## src/rtl/dtlb_refill.sv

```systemverilog
// DTLB refill walker: on a DTLB miss, reads one PTE from a single-level page table
// and either fills the DTLB or reports a page fault. All outputs are registered.
module dtlb_refill #(
   parameter int unsigned VPN_W   = 20,
   parameter int unsigned PPN_W   = 8,
   parameter int unsigned PADDR_W = 20,
   parameter int unsigned CNT_W   = 16
) (
   input  logic               clk,
   input  logic               rst,
   input  logic               miss,
   input  logic [VPN_W-1:0]   miss_vpn,
   input  logic [PADDR_W-1:0] pt_base,
   output logic               mem_req,
   output logic [PADDR_W-1:0] mem_addr,
   input  logic               mem_ack,
   input  logic               mem_rvalid,
   input  logic [31:0]        mem_rdata,
   output logic               write_en,
   output logic [VPN_W-1:0]   write_vpn,
   output logic [PPN_W-1:0]   write_ppn,
   output logic               busy,
   output logic               fault,
   output logic [VPN_W-1:0]   fault_vpn,
   output logic [CNT_W-1:0]   walk_cnt,
   output logic [CNT_W-1:0]   fault_cnt
);

   typedef enum logic [2:0] {StIdle, StReq, StWait, StFill, StFault, StDone} state_e;

   state_e             state_q, state_d;
   logic [VPN_W-1:0]   vpn_q, vpn_d;
   logic               mem_req_q, mem_req_d;
   logic [PADDR_W-1:0] mem_addr_q, mem_addr_d;
   logic               write_en_q, write_en_d;
   logic [VPN_W-1:0]   write_vpn_q, write_vpn_d;
   logic [PPN_W-1:0]   write_ppn_q, write_ppn_d;
   logic               busy_q, busy_d;
   logic               fault_q, fault_d;
   logic [VPN_W-1:0]   fault_vpn_q, fault_vpn_d;
   logic [CNT_W-1:0]   walk_cnt_q, walk_cnt_d;
   logic [CNT_W-1:0]   fault_cnt_q, fault_cnt_d;
   logic [PADDR_W-1:0] pte_off;

   // PTE byte offset; the sum with pt_base wraps modulo 2^PADDR_W
   assign pte_off = PADDR_W'({miss_vpn, 2'b00});

   logic unused_rdata;
   assign unused_rdata = ^mem_rdata[30:PPN_W];

   always_ff @(posedge clk) begin
      if (rst) begin
         state_q     <= StIdle;
         vpn_q       <= '0;
         mem_req_q   <= 1'b0;
         mem_addr_q  <= '0;
         write_en_q  <= 1'b0;
         write_vpn_q <= '0;
         write_ppn_q <= '0;
         busy_q      <= 1'b0;
         fault_q     <= 1'b0;
         fault_vpn_q <= '0;
         walk_cnt_q  <= '0;
         fault_cnt_q <= '0;
      end else begin
         state_q     <= state_d;
         vpn_q       <= vpn_d;
         mem_req_q   <= mem_req_d;
         mem_addr_q  <= mem_addr_d;
         write_en_q  <= write_en_d;
         write_vpn_q <= write_vpn_d;
         write_ppn_q <= write_ppn_d;
         busy_q      <= busy_d;
         fault_q     <= fault_d;
         fault_vpn_q <= fault_vpn_d;
         walk_cnt_q  <= walk_cnt_d;
         fault_cnt_q <= fault_cnt_d;
      end
   end

   always_comb begin
      state_d = state_q;
      unique case (state_q)
         StIdle:  if (miss) state_d = StReq;
         StReq:   if (mem_ack) state_d = StWait;
         StWait:  if (mem_rvalid) state_d = mem_rdata[31] ? StFill : StFault;
         StFill:  state_d = StDone;
         StFault: state_d = StDone;
         StDone:  state_d = StIdle;
         default: state_d = StIdle;
      endcase
   end

   // Next values of the registered outputs, decided alongside the state transition
   always_comb begin
      vpn_d       = vpn_q;
      mem_req_d   = mem_req_q;
      mem_addr_d  = mem_addr_q;
      write_en_d  = 1'b0;
      write_vpn_d = write_vpn_q;
      write_ppn_d = write_ppn_q;
      busy_d      = (state_d != StIdle);
      fault_d     = 1'b0;
      fault_vpn_d = fault_vpn_q;
      walk_cnt_d  = walk_cnt_q;
      fault_cnt_d = fault_cnt_q;
      unique case (state_q)
         StIdle: begin
            if (miss) begin
               vpn_d      = miss_vpn;
               mem_addr_d = pt_base + pte_off;
               mem_req_d  = 1'b1;
            end
         end
         StReq: begin
            if (mem_ack) mem_req_d = 1'b0;
         end
         StWait: begin
            if (mem_rvalid) begin
               if (walk_cnt_q != '1) walk_cnt_d = walk_cnt_q + CNT_W'(1);
               if (mem_rdata[31]) begin
                  write_en_d  = 1'b1;
                  write_vpn_d = vpn_q;
                  write_ppn_d = mem_rdata[PPN_W-1:0];
               end else begin
                  fault_d     = 1'b1;
                  fault_vpn_d = vpn_q;
                  if (fault_cnt_q != '1) fault_cnt_d = fault_cnt_q + CNT_W'(1);
               end
            end
         end
         default: ;
      endcase
   end

   assign mem_req   = mem_req_q;
   assign mem_addr  = mem_addr_q;
   assign write_en  = write_en_q;
   assign write_vpn = write_vpn_q;
   assign write_ppn = write_ppn_q;
   assign busy      = busy_q;
   assign fault     = fault_q;
   assign fault_vpn = fault_vpn_q;
   assign walk_cnt  = walk_cnt_q;
   assign fault_cnt = fault_cnt_q;

endmodule

```

## config.mk

```make
export PLATFORM = sky130hd
export DESIGN_NAME = dtlb_refill
export DESIGN_NICKNAME = d
export VERILOG_FILES = /design/src/rtl/dtlb_refill.sv
export SDC_FILE = /design/constraint.sdc
export NUM_CORES = 1
export LEC_CHECK = 0
export ABC_AREA = 1
export BUFFER_PORTS_ARGS = -buffer_cell sky130_fd_sc_hd__buf_4
export CAP_MARGIN = 5
export CORE_AREA = 2 2 118 120
export CTS_CLUSTER_SIZE = 25
export DETAILED_ROUTE_END_ITERATION = 8
export DIE_AREA = 0 0 120 122
export PLACE_DENSITY = 0.75
export SLEW_MARGIN = 20
export SYNTH_ARGS = -nofsm -noshare
export SYNTH_HDL_FRONTEND = slang
export SYNTH_SLANG_ARGS = --single-unit
```

## constraint.sdc

```tcl
create_clock -name clk -period 1.7 [get_ports clk]
set_input_delay 0.34 -clock clk [delete_from_list [all_inputs] [get_ports clk]]
set_output_delay 0.34 -clock clk [all_outputs]
set_load 0.02 [all_outputs]
```

; Word level (Yosys, flattened, before mapping)
; Index checks and enable logic that the tools add are counted.
[totals]
regBits = 127
output_inout_bits = 104
word_cells = 47
in_bits = 77
[op_classes]
eq_ne = 8
n_bitwise = 3
mux = 10
reduce_logical = 11
add_sub_neg = 3
[op_table]
columns = operator, n
row1 = $add 16x1->16 const B, 2
row2 = $ne 16x16->1 const B, 2
row3 = $add 20x20->20, 1
row4 = $mux 3, 4
row5 = $pmux 3 s4, 1
row6 = $reduce_and 3->1, 4
row7 = $eq 3x2->1 const B, 2
row8 = $mux 1, 4
row9 = $ne 2x2->1 const B, 2
row10 = $reduce_and 4->1, 1
row11 = $eq 3x1->1 const B, 1
row12 = $eq 3x3->1 const B, 1
row13 = $logic_not 3->1, 1
row14 = $not 1->1, 3
row15 = $reduce_bool 3->1, 1
row16 = $reduce_or 3->1, 1
row17 = $pmux 1 s2, 1
row18 = $reduce_and 2->1, 1
row19 = $reduce_bool 2->1, 1
row20 = $reduce_or 2->1, 1

; Depth between registers and ports, before layout
; Gate-level depths: netlist (run 1).
[depth]
word_depth = 4
ltp_mapped = 14
mapped_depth_nobuf = 14

; Worst setup path after synthesis (run 1)
; OpenSTA, ideal clock, no wires.
[synth_timing]
path_type = input -> register
from = input miss_vpn[0]
to = register mem_addr_q[18] (netlist: mem_addr[18])
required_time_ns = 1.591
stages = 13
setup_slack_ns = -0.076
setup_ns = 0.109
t_arrival_ns = 1.667
n_path_buf = 0
path_cell_list = ha_1 inv_1 fa_1 inv_1 nand3_1 nand2_1 nand2_1 nand2_1 nand3_1 nand3_1 nand3_1 nand2_1 inv_1
[synth_between]
elab_chain_cells = 1
[synth_rtl]
columns = element, line
row1 = from (decl), 12  ; input logic [VPN_W-1:0] miss_vpn,
row2 = $add 20x20->20, 111  ; mem_addr_d = pt_base + pte_off;
row3 = to (signal assigned), 69  ; mem_addr_q <= mem_addr_d;
row4 = to (decl), 34  ; logic [PADDR_W-1:0] mem_addr_q, mem_addr_d;
; No other way between the ends.
; A chain may end at the register's enable or synchronous reset.

; Worst setup path after layout (run 1)
[layout_timing]
from = register walk_cnt_q[0] (netlist: walk_cnt[0])
to = register walk_cnt_q[0] (netlist: walk_cnt[0])
[layout_between]
elab_chain_cells = 2
elab_cells_between_ends = 3
classes_between = add/sub (1) / eq/ne (1) / reduce/logical (1)
[layout_rtl]
columns = element, line
row1 = from (decl), 41  ; logic [CNT_W-1:0] walk_cnt_q, walk_cnt_d;
row2 = from (signal assigned), 76  ; walk_cnt_q <= walk_cnt_d;
row3 = "parallel branches: the longest is 2 deep, another holds $add 16x1->16", n/a
; Several ways; the timed one is not identified.

==> results of run 1 <==
## cells by family (layout without fill, tap and decap cells)
family / Yosys count / after routing / share of synthesized area (%)
AOI/OAI and AO/OA: 143 / 143 / 12.7
adders and majority gates: 20 / 20 / 4.19
xor gates and xnor gates: 28 / 28 / 3.98
DFF: 127 / 127 / 41.3
buffers and inverters: 105 / 327 / 7.31
and+or+nand+nor: 444 / 444 / 30.5
## repair_timing
action / CTS / global route
endpoints found under the setup margin: 0 / 9
setup buffers: 0 / 1
gates resized for setup: 0 / 3
## critical path: stages (launching register included)
cell and delay (ps):
dfxtp_1 340, ha_1 190, nand3_1 130, nor2_4 140
nand2_2 100, nor2_4 110, nand2_2 70, nand2_4 170
xor2_1 170, nor2_1 50
## per-layer routing
layer  routed length (um)  share of wire, %  GRT usage [%]
met5                    0                 0              0
met4                  351               2.1           9.78
met3                  857               5.0           5.24
met2                 8000                47           38.9
met1                 7870                46           30.6
## path summary, 6_finish.rpt
| path | from | end | slack [ps] |
|---|---|---|---|
| min reg2reg | mem_req$_SDFFE_PP0P_ | mem_req$_SDFFE_PP0P_ | 470 |
| max reg2reg | walk_cnt[0]$_SDFFE_PP0P_ | walk_cnt[0]$_SDFFE_PP0P_ | 100 |
| max | walk_cnt[0]$_SDFFE_PP0P_ | walk_cnt[0]$_SDFFE_PP0P_ | 100 |
| min | mem_rdata[7] | write_ppn[7]$_SDFFE_PP0P_ | 170 |
## layout by cell type (no fill, tap or decap), types with 4 or more instances in the layout
cell / netlist / routed
bufinv_16: 0 / 4
nor2_1: 215 / 215
ha_1: 19 / 18
buf_4: 2 / 221
o21ai_1: 5 / 5
inv_1: 67 / 65
nor3_1: 13 / 13
nand2_1: 144 / 143
xor2_1: 21 / 21
o21ai_0: 85 / 85
inv_6: 1 / 4
xnor2_1: 7 / 7
dfxtp_1: 127 / 127
a21oi_2: 13 / 13
inv_2: 3 / 4
a21oi_1: 30 / 30
nand4_1: 4 / 4
nand2_2: 6 / 7
nand3_1: 48 / 48
clkbuf_16: 0 / 17
## state kept, by name, indices dropped and copies added, names as in the netlist
register	count
mem_addr	20
write_vpn	20
fault_cnt	16
write_ppn	8
busy	1
fault_vpn	20
write_en	1
state_q	3
walk_cnt	16
mem_req	1
vpn_q	20
fault	1
## stage by stage
step / power [uW] / utilization, % / worst slack [ps]
detailed placement: 4590 / 58.7 / -273
finish: 8420 / 63.5 / 101
CTS: 8470 / 63.4 / 108
floorplan: 4020 / - / 12.0
global placement: 4570 / 58.7 / -250
global route: 8780 / 63.5 / -6.68
## area by class of cell
cell class | count | share of cell area (%)
repair buffers | 224 | 20.1
flip-flops and latches | 127 | 29.7
well taps | 180 | 2.63
clock buffers | 19 | 5.17
inverters | 71 | 3.20
clock inverters | 13 | 2.15
multi-input cells | 635 | 37.1
## report_power, final
part | switching, uW | internal (uW)
Clock | 1380 | 2500
Combinational | 735 | 574
Sequential | 99.5 | 3130
Total | 2210 | 6200
==> results.md, run 1 <==
* Slew @ Worst Pin at 397 ps
* Setup violators final at 0
* Fillers at 1210
* Max cap viols at 0
* Number of synthesized flops with an enable pin at 0
* Post-CTS Hold Fix Bufs at 0
* CTS tree: yes
* Die Y at 122 um
* Synth area leader: dfxtp_1
* Mean number of vias per cell at 4.97
* Clock sink count at 127
* Crit end category: register
* Syn Inst Count at 867
* DP Cell Count at 1236
* Worst Path Max Fanout at 15
* Die footprint at 14600 um2
* Fin area at 8570 um2
* Fmax at 0.625 GHz
* Starting density of the core at 45.6%
* Leak at 0.00404 uW
* Largest net degree at the start of global routing at 39
* Required @ worst endpoint at 2000 ps
* Row Count at 43
* Fin. max-slew vios at 0
* CTS Root Cell: clkbuf_16
* Synth top area cells: dfxtp_1, nor2_1, nand2_1
* Clock Latency Late Sink at 420 ps
* Post-synthesis async set-or-reset flop share at 0%
* Peak supply drop at 0.000724 V
* Routed Antenna Nets at 0
* Die W at 120 um
* Post-Place Cell Area at 7930 um2
* #FFs+latches synth at 127
* Worst slew margin at 73.3%
* Initial antenna violation count at 0
* DRC errors left at 0
* Ports at 181
* WL final at 17100 um
* P per Cell Area at 982 nW/um2
* Area of the multi-input gates at 3180 um2
* Core area at 13500 um2
* Share of the synthesized area in the top cell type at 41.3%
* Min Tclk post-route at 1600 ps
* DRT iter0 DRCs at 520
* Top FF cell, synth: dfxtp_1
* CTS clk-pin slew, worst paths at 60 ps
* Crit start category: register
* Worst hold margin at 166 ps
* Skew final at 7.25 ps
* Sequential area share after synthesis at 41.3%
* Via count at 6304
* CTS Buffer Depth at 2
* Share of cells above drive strength 1 at 26.8%
* Ys Warns at 0
* CTS H-tree lvls at 4
* Area of the mapped netlist at 6160 um2
* Global-route wire length before repair at 28000 um
* Final period utilization at 94.1%
* IO Port Bufs at 157
* HP Class: primary input to register
* Worst Reg-to-Reg Cells at 9
* Outcome: complete, no violations
* Worst hold stages at 3
* GRT Resource Usage Total at 23.8%
* Antenna fix cells at 0
* Area grow syn2layout at 39.2%
* Most common library cells after synthesis: nor2_1, nand2_1, dfxtp_1
* Wire per inst at 13.5 um
* Pre-Repair DR Iteration Count at 6
* Setup TNS at 0 ps
* Seq. cell area at 2540 um2
* Count leader, synth: nor2_1
* Mapped Avg Cell Area at 7.10 um2
* Post-Layout Cell Count at 1269
* Detailed placement HPWL at 12200 um
* Fin nets at 1173
* Placer Congestion at 0.903
* Total gr overflow at 0
* Number of global-route vias before repair at 5816
* Syn_nets at 964
* Critical Path AT at 1900 ps
* Critical path type: register to register
* Final Hold Fails at 0
* TritonCTS Buffers at 17
* Post-synth cell types at 42
Note: power is estimated with default switching activity, not from simulation.
==> run 2, diff against run 1 <==
==> constraint.sdc (replaced) <==
create_clock -name clk -period 1.3 [get_ports clk]
set_input_delay 0.26 -clock clk [delete_from_list [all_inputs] [get_ports clk]]
set_output_delay 0.26 -clock clk [all_outputs]
set_load 0.02 [all_outputs]
==> results.md, run 2 (synthesized netlist as in run 1, its figures left out) <==
* Total gr overflow at 0 (unchanged)
* GRT Resource Usage Total at 33.1% (was 23.8%)
* Max cap viols at 0 (unchanged)
* Min-delay src: miss_vpn[17] (was mem_rdata[7])
* Critical path type: register to register (unchanged)
* Post-CTS Hold Fix Bufs at 0 (unchanged)
* Wire per inst at 23.7 um (was 13.5 um)
* DRT iter0 DRCs at 1136 (was 520)
* IO Port Bufs at 157 (unchanged)
* Share of cells above drive strength 1 at 57.2% (was 26.8%)
* P per Cell Area at 1060 nW/um2 (was 982 nW/um2)
* Fillers at 527 (was 1210)
* Crit start category: register (unchanged)
* Fmax at 0.562 GHz (was 0.625 GHz)
* Die W at 120 um (unchanged)
* Area grow syn2layout at 88.7% (was 39.2%)
* Pre-Repair DR Iteration Count at 5 (was 6)
* Die footprint at 14600 um2 (unchanged)
* Leak at 0.00532 uW (was 0.00404 uW)
* Clock Latency Late Sink at 430 ps (was 420 ps)
* Number of global-route vias before repair at 7602 (was 5816)
* Fin nets at 1290 (was 1173)
* RR Startpoint: walk_cnt[7]$_SDFFE_PP0P_ (was walk_cnt[0]$_SDFFE_PP0P_)
* Global-route wire length before repair at 37700 um (was 28000 um)
* Clock sink count at 127 (unchanged)
* Min Tclk post-route at 1780 ps (was 1600 ps)
* Final period utilization at 137% (was 94.1%)
* Worst slew margin at 61.7% (was 73.3%)
* Required @ worst endpoint at 1660 ps (was 2000 ps)
* Detailed placement HPWL at 13900 um (was 12200 um)
* WL final at 32800 um (was 17100 um)
* Row Count at 43 (unchanged)
* Setup violators final at 129 (was 0)
* Final Hold Fails at 0 (unchanged)
* Antenna fix cells at 0 (unchanged)
* CTS Root Cell: clkbuf_16 (unchanged)
* Outcome: finished, violations left (was complete, no violations)
* DRC errors left at 0 (unchanged)
* Starting density of the core at 45.6% (unchanged)
* CTS clk-pin slew, worst paths at 60 ps (about the same)
* Via count at 8493 (was 6304)
* Die Y at 122 um (unchanged)
* Mean number of vias per cell at 6.13 (was 4.97)
* Worst Path Max Fanout at 2 (was 15)
* Critical Path Start: walk_cnt[7]$_SDFFE_PP0P_ (was walk_cnt[0]$_SDFFE_PP0P_)
* CTS H-tree lvls at 4 (unchanged)
* Slew @ Worst Pin at 575 ps (was 397 ps)
* Final Util at 86.1% (was 63.5%)
* Initial antenna violation count at 0 (unchanged)
* Skew final at 8.12 ps (was 7.25 ps)
* Ports at 181 (unchanged)
* Critical Path AT at 2130 ps (was 1900 ps)
* Commonest non-fill, non-tap cell in the layout: buf_4 (unchanged)
* Failing checks: negative setup slack
* CTS Buffer Depth at 2 (unchanged)
* CTS tree: yes (unchanged)
* RSZ-0062 raised after global routing: true
* Crit end category: register (unchanged)
* Commonest cells after routing, fill and taps aside: buf_4, nor2_1, dfxtp_1, nand2_1, buf_6 (was buf_4, nor2_1, nand2_1, dfxtp_1, o21ai_0)
* Peak supply drop at 0.000700 V (was 0.000724 V)
* Placer Congestion at 0.905 (was 0.903)
* Core area at 13500 um2 (unchanged)
* Setup ws final at -478 ps (was 101 ps)
* HP Class: primary input to register (unchanged)
* TritonCTS Buffers at 17 (unchanged)
* Routed Antenna Nets at 0 (unchanged)
* Largest net degree at the start of global routing at 51 (was 39)
* Fin. max-slew vios at 0 (unchanged)
* Setup TNS at -26060 ps (was 0 ps)
==> run 2: layout make-up <==
class	instances	area (um2)	share of cell area (%)
flip-flops and latches	127	2620	22.5
repair inverters	1	16.3	0.140
repair buffers	340	3290	28.3
clock inverters	13	174	1.50
clock buffers	19	443	3.81
inverters	71	299	2.57
multi-input cells	635	4560	39.2
well taps	180	225	1.94
==> run 2: worst paths after layout <==
| kind | endpoint | slack, ps | cells past startpoint |
|---|---|---|---|
| setup / recovery | walk_cnt[11]$_SDFFE_PP0P_ | -480 | 8 |
| setup reg to reg | walk_cnt[11]$_SDFFE_PP0P_ | -480 | 8 |
| hold reg to reg | write_ppn[4]$_SDFFE_PP0P_ | 500 | 2 |
| hold / removal | vpn_q[17]$_SDFFE_PP0P_ | 80 | 3 |
==> run 2: worst max-delay path: stages, from the launching register on <==
cell,delay [ps]
dfxtp_2,370
nand2_2,90
buf_4,160
nor2_1,250
nand2_1,110
nor2_1,170
xor2_1,310
nand2_4,90
a21oi_2,140
==> run 2: per-stage QoR <==
step           instances  total power (uW)  worst slack (ps)  hold slack (ps)  cell area (um2)
3_3_place_gp        1308              6130              -410              453             8870
5_1_grt             1386             12600              -754             84.2            11600
3_5_place_dp        1308              6170              -482              457             8870
4_1_cts             1374             11600              -217             65.6            10700
6_report            1386             12300              -478             78.3            11600
2_1_floorplan        867              5320              -234              409             6560
==> run 2: repair_timing <==
item                                    in CTS  in global routing
endpoints found under the setup margin     136                151
gates resized for setup                    263                216
pin swaps                                   62                 90
buffers inserted                            23                 17
cloned                                      12                  2
==> run 2: power by group <==
part	internal [uW]	switching, uW	total (uW)
clock	3120	2050	5160
sequential	4070	241	4310
combinational	1290	1540	2830
total	8480	3830	12300
==> run 2: metal layers <==
layer | GRT usage (%) | share of wire (%) | vias to the layer above
met4 | 19.6 | 9.0 | 0
met1 | 37.3 | 34 | 3948
met5 | 0 | 0 | -
met2 | 57.3 | 47 | 796
li1 | - | - | 3446
met3 | 7.40 | 10 | 303
